<file path="config.mk">
export PLATFORM = sky130hd
export DESIGN_NAME = command_controller
export DESIGN_NICKNAME = d
export VERILOG_FILES = /design/src/rtl/command_controller_pkg.sv /design/src/rtl/command_controller_timeout_counter.sv /design/src/rtl/command_controller.sv
export SDC_FILE = /design/constraint.sdc
export NUM_CORES = 1
export LEC_CHECK = 0
export CAP_MARGIN = 20
export CORE_MARGIN = 5
export CORE_UTILIZATION = 35
export DETAILED_ROUTE_END_ITERATION = 8
export DONT_BUFFER_PORTS = 1
export GPL_TIMING_DRIVEN = 0
export PLACE_DENSITY = 0.56
export SYNTH_ARGS = -nofsm -noshare
export SYNTH_HDL_FRONTEND = slang
export SYNTH_SLANG_ARGS = --single-unit
</file>
<file path="constraint.sdc">
create_clock -name clock -period 3 [get_ports clock]
set_input_delay 0.6 -clock clock [delete_from_list [all_inputs] [get_ports clock]]
set_output_delay 0.6 -clock clock [all_outputs]
set_load 0.01 [all_outputs]
</file>
<file path="src/rtl/command_controller_pkg.sv">
`default_nettype none
// ============================================================================
//  Module      : command_controller_pkg
//  Description : Shared definitions for the command controller. It holds the
//                request command bytes, the response codes sent back over
//                the UART, and the controller state encoding.
//  Revision    : 1.0 - initial release
// ============================================================================
package command_controller_pkg;

    // Request command bytes
    localparam logic [7:0] CMD_STATUS = 8'h00;
    localparam logic [7:0] CMD_TEMP   = 8'h01;
    localparam logic [7:0] CMD_HUM    = 8'h02;

    // Response code bytes (first byte of every 2-byte response)
    localparam logic [7:0] OK_STATUS  = 8'h07;
    localparam logic [7:0] HUM        = 8'h08;
    localparam logic [7:0] TEMP       = 8'h09;
    localparam logic [7:0] SENSOR_ERR = 8'h1F;
    localparam logic [7:0] BAD_CMD    = 8'hDF;
    localparam logic [7:0] BAD_ADDR   = 8'hEF;

    typedef enum logic [3:0] {
        ST_IDLE        = 4'd0,
        ST_WAIT_ADDR   = 4'd1,
        ST_DECODE      = 4'd2,
        ST_SENSOR_REQ  = 4'd3,
        ST_WAIT_SENSOR = 4'd4,
        ST_SEND_CODE   = 4'd5,
        ST_WAIT_CODE   = 4'd6,
        ST_SEND_VALUE  = 4'd7,
        ST_WAIT_VALUE  = 4'd8
    } state_e;

endpackage
`default_nettype wire

</file>
<file path="src/rtl/command_controller_timeout_counter.sv">
`default_nettype none
// ============================================================================
//  Module      : timeout_counter
//  Description : Saturating cycle counter with a run-time limit. While enabled
//                it counts up from zero and raises o_expired once the count
//                has reached i_limit_m1 (limit minus one). It stops at that
//                value and never wraps. i_clear returns the count to zero.
//  Ports       : clk         - clock
//                rst_n       - synchronous active-low reset
//                i_clear     - restart the count at zero
//                i_enable    - count this cycle
//                i_limit_m1  - terminal count (timeout length minus one)
//                o_expired   - count has reached the terminal value
//  Revision    : 1.0 - initial release
// ============================================================================
module timeout_counter #(
    parameter int unsigned WIDTH = 21
) (
    input  logic             clk,
    input  logic             rst_n,
    input  logic             i_clear,
    input  logic             i_enable,
    input  logic [WIDTH-1:0] i_limit_m1,
    output logic             o_expired
);

    logic [WIDTH-1:0] count_q;
    logic [WIDTH-1:0] count_d;

    always_comb begin
        count_d = count_q;
        if (i_clear) begin
            count_d = '0;
        end else if (i_enable && (count_q < i_limit_m1)) begin
            count_d = count_q + WIDTH'(1);
        end
    end

    always_ff @(posedge clk) begin
        if (!rst_n) begin
            count_q <= '0;
        end else begin
            count_q <= count_d;
        end
    end

    assign o_expired = i_enable && (count_q >= i_limit_m1);

endmodule
`default_nettype wire

</file>
<file path="src/rtl/command_controller.sv">
`default_nettype none
// ============================================================================
//  Module      : command_controller
//  Description : Collects 2-byte requests (command, sensor address) from the
//                UART receiver, validates them, reads the addressed sensor
//                and returns a 2-byte response (code, value) through the UART
//                transmitter. The value byte of each finished response is
//                also shown on the seven-segment display.
//  Ports       : clock, reset        - clock, synchronous active-low reset
//                rx_done, rx_data    - received byte strobe and data
//                tx_busy, tx_done    - transmitter status
//                tx_start, tx_data   - transmit request and byte
//                sensor_request/address, sensor_done/error,
//                sensor_humidity/temperature - sensor read handshake
//                display_value       - last response value byte
//                busy                - request in progress
//  Revision    : 1.0 - initial release
// ============================================================================
module command_controller
    import command_controller_pkg::*;
#(
    parameter int unsigned NUM_SENSORS       = 32,
    parameter int unsigned INTERBYTE_TIMEOUT = 50000,
    parameter int unsigned SENSOR_TIMEOUT    = 2000000
) (
    input  logic       clock,
    input  logic       reset,
    input  logic       rx_done,
    input  logic [7:0] rx_data,
    input  logic       tx_busy,
    input  logic       tx_done,
    output logic       tx_start,
    output logic [7:0] tx_data,
    output logic       sensor_request,
    output logic [4:0] sensor_address,
    input  logic       sensor_done,
    input  logic       sensor_error,
    input  logic [7:0] sensor_humidity,
    input  logic [7:0] sensor_temperature,
    output logic [7:0] display_value,
    output logic       busy
);

    localparam int unsigned c_timer_max = (INTERBYTE_TIMEOUT > SENSOR_TIMEOUT) ?
                                          INTERBYTE_TIMEOUT : SENSOR_TIMEOUT;
    localparam int unsigned c_timer_w   = (c_timer_max > 1) ? $clog2(c_timer_max) : 1;
    localparam logic [c_timer_w-1:0] c_ib_limit_m1  = c_timer_w'(INTERBYTE_TIMEOUT - 1);
    localparam logic [c_timer_w-1:0] c_sen_limit_m1 = c_timer_w'(SENSOR_TIMEOUT - 1);

    state_e     state_q, state_d;
    logic [7:0] cmd_q, cmd_d;
    logic [7:0] addr_q, addr_d;
    logic [7:0] code_q, code_d;
    logic [7:0] value_q, value_d;
    logic       tx_start_q, tx_start_d;
    logic [7:0] tx_data_q, tx_data_d;
    logic       sensor_request_q, sensor_request_d;
    logic [4:0] sensor_address_q, sensor_address_d;
    logic [7:0] display_value_q, display_value_d;

    logic                 w_timer_en;
    logic [c_timer_w-1:0] w_timer_limit_m1;
    logic                 w_timer_expired;

    // One timer serves both waiting states; it restarts from zero whenever
    // the FSM is outside them, so each wait begins with a fresh count.
    assign w_timer_en       = (state_q == ST_WAIT_ADDR) || (state_q == ST_WAIT_SENSOR);
    assign w_timer_limit_m1 = (state_q == ST_WAIT_ADDR) ? c_ib_limit_m1 : c_sen_limit_m1;

    timeout_counter #(
        .WIDTH (c_timer_w)
    ) u_timeout (
        .clk        (clock),
        .rst_n      (reset),
        .i_clear    (!w_timer_en),
        .i_enable   (w_timer_en),
        .i_limit_m1 (w_timer_limit_m1),
        .o_expired  (w_timer_expired)
    );

    always_comb begin
        state_d          = state_q;
        cmd_d            = cmd_q;
        addr_d           = addr_q;
        code_d           = code_q;
        value_d          = value_q;
        tx_start_d       = 1'b0;
        tx_data_d        = tx_data_q;
        sensor_request_d = 1'b0;
        sensor_address_d = sensor_address_q;
        display_value_d  = display_value_q;

        case (state_q)
            ST_IDLE: begin
                if (rx_done) begin
                    cmd_d   = rx_data;
                    state_d = ST_WAIT_ADDR;
                end
            end
            ST_WAIT_ADDR: begin
                // A byte arriving in the expiry cycle still counts.
                if (rx_done) begin
                    addr_d  = rx_data;
                    state_d = ST_DECODE;
                end else if (w_timer_expired) begin
                    cmd_d   = '0;
                    state_d = ST_IDLE;
                end
            end
            ST_DECODE: begin
                if (cmd_q > CMD_HUM) begin
                    code_d  = BAD_CMD;
                    value_d = cmd_q;
                    state_d = ST_SEND_CODE;
                end else if ({24'd0, addr_q} >= NUM_SENSORS) begin
                    code_d  = BAD_ADDR;
                    value_d = addr_q;
                    state_d = ST_SEND_CODE;
                end else begin
                    // Request is raised here so the pulse coincides with SENSOR_REQ.
                    sensor_address_d = addr_q[4:0];
                    sensor_request_d = 1'b1;
                    state_d          = ST_SENSOR_REQ;
                end
            end
            ST_SENSOR_REQ: begin
                state_d = ST_WAIT_SENSOR;
            end
            ST_WAIT_SENSOR: begin
                // sensor_done is checked first so it wins over a same-cycle timeout.
                if (sensor_done) begin
                    state_d = ST_SEND_CODE;
                    if (sensor_error) begin
                        code_d  = SENSOR_ERR;
                        value_d = addr_q;
                    end else begin
                        case (cmd_q)
                            CMD_TEMP: begin
                                code_d  = TEMP;
                                value_d = sensor_temperature;
                            end
                            CMD_HUM: begin
                                code_d  = HUM;
                                value_d = sensor_humidity;
                            end
                            default: begin
                                code_d  = OK_STATUS;
                                value_d = addr_q;
                            end
                        endcase
                    end
                end else if (w_timer_expired) begin
                    code_d  = SENSOR_ERR;
                    value_d = addr_q;
                    state_d = ST_SEND_CODE;
                end
            end
            ST_SEND_CODE, ST_SEND_VALUE: begin
                // Launch is handled below once the transmitter is free.
            end
            ST_WAIT_CODE: begin
                // A tx_done coinciding with our own tx_start belongs to an
                // earlier frame and is ignored.
                if (tx_done && !tx_start_q) begin
                    state_d = ST_SEND_VALUE;
                end
            end
            ST_WAIT_VALUE: begin
                if (tx_done && !tx_start_q) begin
                    display_value_d = value_q;
                    state_d         = ST_IDLE;
                end
            end
            default: begin
                state_d = ST_IDLE;
            end
        endcase

        // tx_start is registered, so a byte is launched on the edge that would
        // enter (or keep) a SEND state when the transmitter is already idle.
        // This keeps the response latency at one cycle after the decision.
        if ((state_d == ST_SEND_CODE) && !tx_busy) begin
            tx_start_d = 1'b1;
            tx_data_d  = code_d;
            state_d    = ST_WAIT_CODE;
        end else if ((state_d == ST_SEND_VALUE) && !tx_busy) begin
            tx_start_d = 1'b1;
            tx_data_d  = value_d;
            state_d    = ST_WAIT_VALUE;
        end
    end

    always_ff @(posedge clock) begin
        if (!reset) begin
            state_q          <= ST_IDLE;
            cmd_q            <= '0;
            addr_q           <= '0;
            code_q           <= '0;
            value_q          <= '0;
            tx_start_q       <= 1'b0;
            tx_data_q        <= '0;
            sensor_request_q <= 1'b0;
            sensor_address_q <= '0;
            display_value_q  <= '0;
        end else begin
            state_q          <= state_d;
            cmd_q            <= cmd_d;
            addr_q           <= addr_d;
            code_q           <= code_d;
            value_q          <= value_d;
            tx_start_q       <= tx_start_d;
            tx_data_q        <= tx_data_d;
            sensor_request_q <= sensor_request_d;
            sensor_address_q <= sensor_address_d;
            display_value_q  <= display_value_d;
        end
    end

    assign tx_start       = tx_start_q;
    assign tx_data        = tx_data_q;
    assign sensor_request = sensor_request_q;
    assign sensor_address = sensor_address_q;
    assign display_value  = display_value_q;
    assign busy           = (state_q != ST_IDLE) && (state_q != ST_WAIT_ADDR);

endmodule
`default_nettype wire

</file>
==> metrics <==
outcome=complete, but fails checks; failing checks=setup timing; prevailing post-synth register cell=dfxtp_1; Placed Instances=642; buffers added on ports=0; max frequency=0.317 GHz; Worst path max stage delay=0.58 ns; Clock Power Share=0.308; final wirelength=12,400 um; distinct cell type count after synthesis=64; unrepaired setup endpoints after global routing=yes; cts bufs inserted=9; Layout area overhead=24.9%; CTS Root Cell=clkbuf_16; top-count cell post-synth=dfxtp_1; slew margin rel.=0.507; DR pass1 iterations=5; Die X=118 um; Synth area leader=dfxtp_1; sequential power share=0.347; internal cell power=2.36 mW; post-layout net count=571; crit path buf inv count=3; post-detail-place hpwl=8580 um; clock buffer depth=2; CP cell instances=or4b_4 -> buf_4 -> buf_4 -> a21oi_1 -> a221oi_4 -> a221oi_4 -> a41oi_4 -> buf_12 -> or4_4 -> nand3_2 -> a21oi_1; FF+latch count, synth=80; Final period util=1.05; Placer Congestion=0.910; Synth top area share=0.391; post-synth design cell area=0.00409 sq mm; antenna-violating nets left=0; all-layer global routing usage=0.174; core box area=0.0114 sq mm; synth warn=0; Leak Pwr=1.82 nW; worst hold margin=0.388 ns; Fill cells=1,150; Seq/Total Area, Yosys=0.391; Async SR Flop Fraction=0; Mapped Avg Cell Area=8.20 sq um; initial antenna violation count=0; syn nets=533; GRT overflow=0; die area=0.0140 sq mm; Net Sw Power=1.40 mW; CTS sink cnt=80; cts hold-fix bufs=0; Ports=55; Vias=3,828; DRC=0; post-route minimum period=3.15 ns; layout cells sized above 1=0.190; detailed-route wire length per cell=18.1 um; H-tree levels=3; Worst VDD drop=0.414 mV; Initial Util=0.359; vias in the first global route=3,822; clock tree from TritonCTS=done; Pins Over Slew Limit=0; Site Rows=39; Hold Vio Cnt, Final=0; clk_lat worst skew=0.34 ns; DR vias/cell=5.59; clock skew=0.00461 ns; top post-synthesis cells by area=dfxtp_1, nor2_1, nand2_1; commonest cells in the netlist=dfxtp_1, nor2_1, nand2_1, a21oi_1, nor3_1; type of element capturing the critical path=register; crit start category=register; CP max FO=7; crit path max-delay cell type=or4b_4; first-pass GRT wire length=19,800 um; Final setup violation count=33; n_diodes=0; combinational power share=0.345; drt first-iter violations=207; Required @ worst endpoint=3.23 ns; final worst setup slack=-0.152 ns; pin count of the biggest net entering global routing=16; Setup Crit Path Kind=register to register; Sw Share=0.373; worst hold path class=input pin to register; CP arrival=3.38 ns; Pwr Density=736 mW/mm^2; final cell count without fillers=685; post-synthesis cell count=499; Post-synth EDFFs=0; Die Ht=118 um; family with the most delay on the worst path=simple AND/OR/NAND/NOR gates; Slew @ Worst Pin=0.737 ns; max_cap viols=0; Worst-path clk slew=0.06 ns
[metrics by stage]
step / setup TNS, ns / utilization / area (sq um) / power [mW] / setup slack (ns)
6_report: -2.52 / 0.448 / 5110 / 3.76 / -0.152
5_1_grt: -9.86 / 0.448 / 5110 / 3.95 / -0.271
4_1_cts: -1.23 / 0.432 / 4940 / 3.67 / -0.148
3_5_place_dp: -14.75 / 0.379 / 4320 / 2.41 / -0.493
3_3_place_gp: -13.50 / 0.379 / 4320 / 2.40 / -0.516
2_1_floorplan: -0.239 / - / 4150 / 2.13 / -0.0584
[power groups by stage]
stage	Combinational [mW]	Clock (mW)	Sequential (mW)
floorplan	0.855	0	1.28
global placement	1.09	0	1.31
detailed placement	1.10	0	1.31
CTS	1.21	1.17	1.29
global route	1.41	1.22	1.32
finish	1.30	1.16	1.30
[worst paths after layout]
kind / start / to / slack [ns] / depth (start not counted)
min reg2reg: code_q[6]$_SDFF_PN0_ / code_q[6]$_SDFF_PN0_ / 0.50 / 2
max: state_q[2]$_SDFF_PN0_ / tx_data[1]$_SDFFE_PN0P_ / -0.15 / 11
max reg2reg: state_q[2]$_SDFF_PN0_ / tx_data[1]$_SDFFE_PN0P_ / -0.15 / 11
min: rx_data[3] / addr_q[3]$_SDFFE_PN0P_ / 0.39 / 2
[cells in the final DEF, fill, tap and decap left out, types with 3 or more instances in the layout]
master	count
nor2b_1	5
nor2_1	76
a21oi_1	30
nand3_4	3
o21ai_0	13
inv_6	3
nand4_1	5
o21a_1	3
nor3_2	5
clkbuf_1	17
a22oi_1	15
a21oi_2	4
o22ai_1	9
nand2_1	56
a211oi_1	4
buf_4	24
clkbuf_16	10
and3_1	5
a31oi_1	4
nand3b_1	4
inv_1	14
mux2i_1	16
o221ai_2	10
xnor2_1	15
buf_1	3
nor3_1	13
dfxtp_1	76
or3_1	11
and2_1	4
nand3_1	13
buf_6	6
[worst register-to-register path, delay by kind of cell, from the launching register on]
family	cells	cell delay (ns)
flops	1	0.35
simple gates	3	1.20
buf+inv	3	0.50
compound gates	5	0.98
[what timing repair did]
action                                  CTS  global route
setup buffers                            22             7
endpoints found under the setup margin   54            53
pin swaps                                16            26
gates resized for setup                  26            30
gates cloned                              1             1
[layer usage]
metal	routed length [um]	vias up	GRT usage	share of wire
li1	-	1872	-	-
met5	0	-	0	0
met3	677	19	0.0435	0.054
met1	5420	1851	0.213	0.44
met2	6090	86	0.297	0.49
met4	230	0	0.0595	0.019
[cells by family after synthesis]
kind of cell	after synthesis	synth area share
simple gates	217	0.250
compound gates	124	0.223
flops	80	0.391
buf+inv	42	0.0492
xor+xnor	17	0.0382
mux	16	0.0391
fa+ha+maj	3	0.00917
[state kept, by name, indices dropped and copies added, names as in the netlist]
signal and flops:
code_q 8, tx_start 1, sensor_request 1, tx_data 8, display_value 8, value_q 8, addr_q 8, state_q 4
u_timeout.count_q 21, cmd_q 8, sensor_address 5
[final cells by class]
| type | instances | area [sq um] | share of cell area |
|---|---|---|---|
| clock inverter | 6 | 72.6 | 0.0142 |
| multi-input combinational | 377 | 2550 | 0.499 |
| inverter | 15 | 58.8 | 0.0115 |
| clock buffer | 10 | 239 | 0.0467 |
| timing repair buffer | 29 | 263 | 0.0514 |
| buffer | 25 | 140 | 0.0274 |
| sequential | 80 | 1610 | 0.315 |
| tap | 143 | 179 | 0.0350 |
Power figures use the tool's default switching activity.
==> patch (same settings) <==
Reset style: asynchronous (`reset` and `rst_n`), changed in 2 clocked blocks. Comments in the files are not updated.
--- a/src/rtl/command_controller_timeout_counter.sv
+++ b/src/rtl/command_controller_timeout_counter.sv
@@ -36,7 +36,7 @@
         end
     end
 
-    always_ff @(posedge clk) begin
+    always_ff @(posedge clk or negedge rst_n) begin
         if (!rst_n) begin
             count_q <= '0;
         end else begin
--- a/src/rtl/command_controller.sv
+++ b/src/rtl/command_controller.sv
@@ -190,7 +190,7 @@
         end
     end
 
-    always_ff @(posedge clock) begin
+    always_ff @(posedge clock or negedge reset) begin
         if (!reset) begin
             state_q          <= ST_IDLE;
             cmd_q            <= '0;
Function: differs if reset is asserted again (counterexample within 4 cycles, from zero or initial values and one cycle with reset low); with reset held inactive, the same outputs for 4 cycles.
==> patch against the unedited design <==
The run still ends with setup timing left. Total power grew 36%. First-iteration DRC count grew 32%. Wire length grew 3.6%. Core utilization grew 2.9 points. Sequential cell count is the same. Cell area grew 13%. Area after synthesis grew 6.2%. Worst setup slack lost 0.10 ns.
==> patch: results (changes against the unedited design) <==
Yosys
  – Top cells by area, synth: dfrtp_1, mux2_2, nor2_1
  – Seq/Total Area, Yosys: 46.0% (+6.9 points)
  – Asr flop ratio synth: 100% (+100 points)
  – Synth top cells by count: dfrtp_1, nor2_1, nand2_1, a21oi_1
  – Synth cell types: 65 (+1.6%)
  – Cells after synthesis: 450 (-9.8%)
  – Syn_nets: 485 (-9.0%)
  – Ys flop type: dfrtp_1

Run status
  – Violated checks: setup timing
  – Status: finished with violations

Timing
  – Final setup fails: 35 (+6.1%)
  – Total Neg Setup Slack: -4.10 ns (-1.58 ns)
  – Worst slew margin: 30.1% (-21 points)
  – Final setup skew: 0.00786 ns (+0.00325 ns)
  – Min Hold Slack: 0.146 ns (-0.242 ns)
  – Setup ws final: -0.256 ns (-0.104 ns)

Global route
  – Met2 Use GR: 27.8% (-1.9 points)
  – Met1 usage: 23.3% (+2.0 points)
  – First-pass GRT wire length: 20200 um (+1.9%)
  – Pin count of the biggest net entering global routing: 81 (+65)
  – Total Routing Usage GR: 17.5% (+0.17 points)
  – Met3 usage: 5.31% (+0.97 points)

Worst setup path
  – Worst path top cell family by delay: compound AO/OA/AOI/OAI gates
  – Worst path arrival time: 3.48 ns (+0.10 ns)
  – CP max stage cell: o41ai_4
  – Worst Setup SP: state_q[2]
  – CP max stage delay: 0.51 ns (-0.07 ns)
  – Crit Path Max Fanout: 6 (-1)

Cells and area
  – Post-Layout Cell Count: 664 (-3.1%)
  – Proportion of layout cells with a drive suffix above 1: 31.5% (+12 points)
  – Most flops, register: u_timeout.count_q
  – Fillers: 1125 (-2.2%)

Drt
  – Wirelength, routed: 12900 um (+3.6%)
  – Vias per cell: 5.64 (+0.93%)
  – Drt pass-1 iters: 4 (-1)
  – DRC violation total after the first TritonRoute iteration: 273 (+32%)

Clock tree
  – Cts hold-fix bufs: 1 (+1)
  – CTS resizes: 60 (+130%)
  – H-tree depth: 3 (unchanged)
  – Postcts setup bufs: 19 (-14%)

Pwr
  – Peak VDD IR: 0.480 mV (+16%)
  – Sequential Power Share: 35.1% (+0.4 points)
  – Clock share of power: 20.4% (-10 points)
  – P_int: 3.00 mW (+27%)
  – Leakage Power: 2.41 nW (+32%)
  – Final Power: 5.12 mW (+36%)

Min path
  – Worst Hold Class: input port to async pin

Placement
  – Dpl ws: -0.560 ns (-0.0676 ns)
  – Placed cell count: 618 (-3.7%)
  – Post-DP HPWL: 8550 um (-0.42%)
  – Placed cell area: 0.00461 mm2 (+6.5%)
patch: cell count changes after synthesis, moves of 21 or more:
cell | before | now
dfrtp_1 | 0 | 80
mux2_2 | 0 | 22
nor2_1 | 76 | 55
dfxtp_1 | 80 | 0
nand2_1 | 58 | 36
patch: cell families (layout without fill, tap and decap cells):
logic type | Yosys count | in the layout | synth area share, %
simple gates | 178 | 178 | 21.3
compound gates | 112 | 112 | 17.9
flops | 80 | 80 | 46.0
fa+ha+maj | 4 | 4 | 1.15
mux | 29 | 29 | 7.34
xor+xnor | 16 | 16 | 3.22
buf+inv | 31 | 77 | 3.05
patch: routing by layer:
metal,share of wire [%],wire [um]
met1,44,5600
met2,49,6270
met3,6.0,772
met4,1.7,225
met5,0,0
patch: cell type report:
cell class	count	area (um2)	area share [%]
repair buffers	30	335	5.81
multi-input cells	339	2790	48.4
plain buffers	19	104	1.80
flip-flops and latches	80	2000	34.7
clock buffers	11	243	4.20
well taps	168	210	3.64
clock inverters	5	41.3	0.715
inverters	12	45.0	0.780
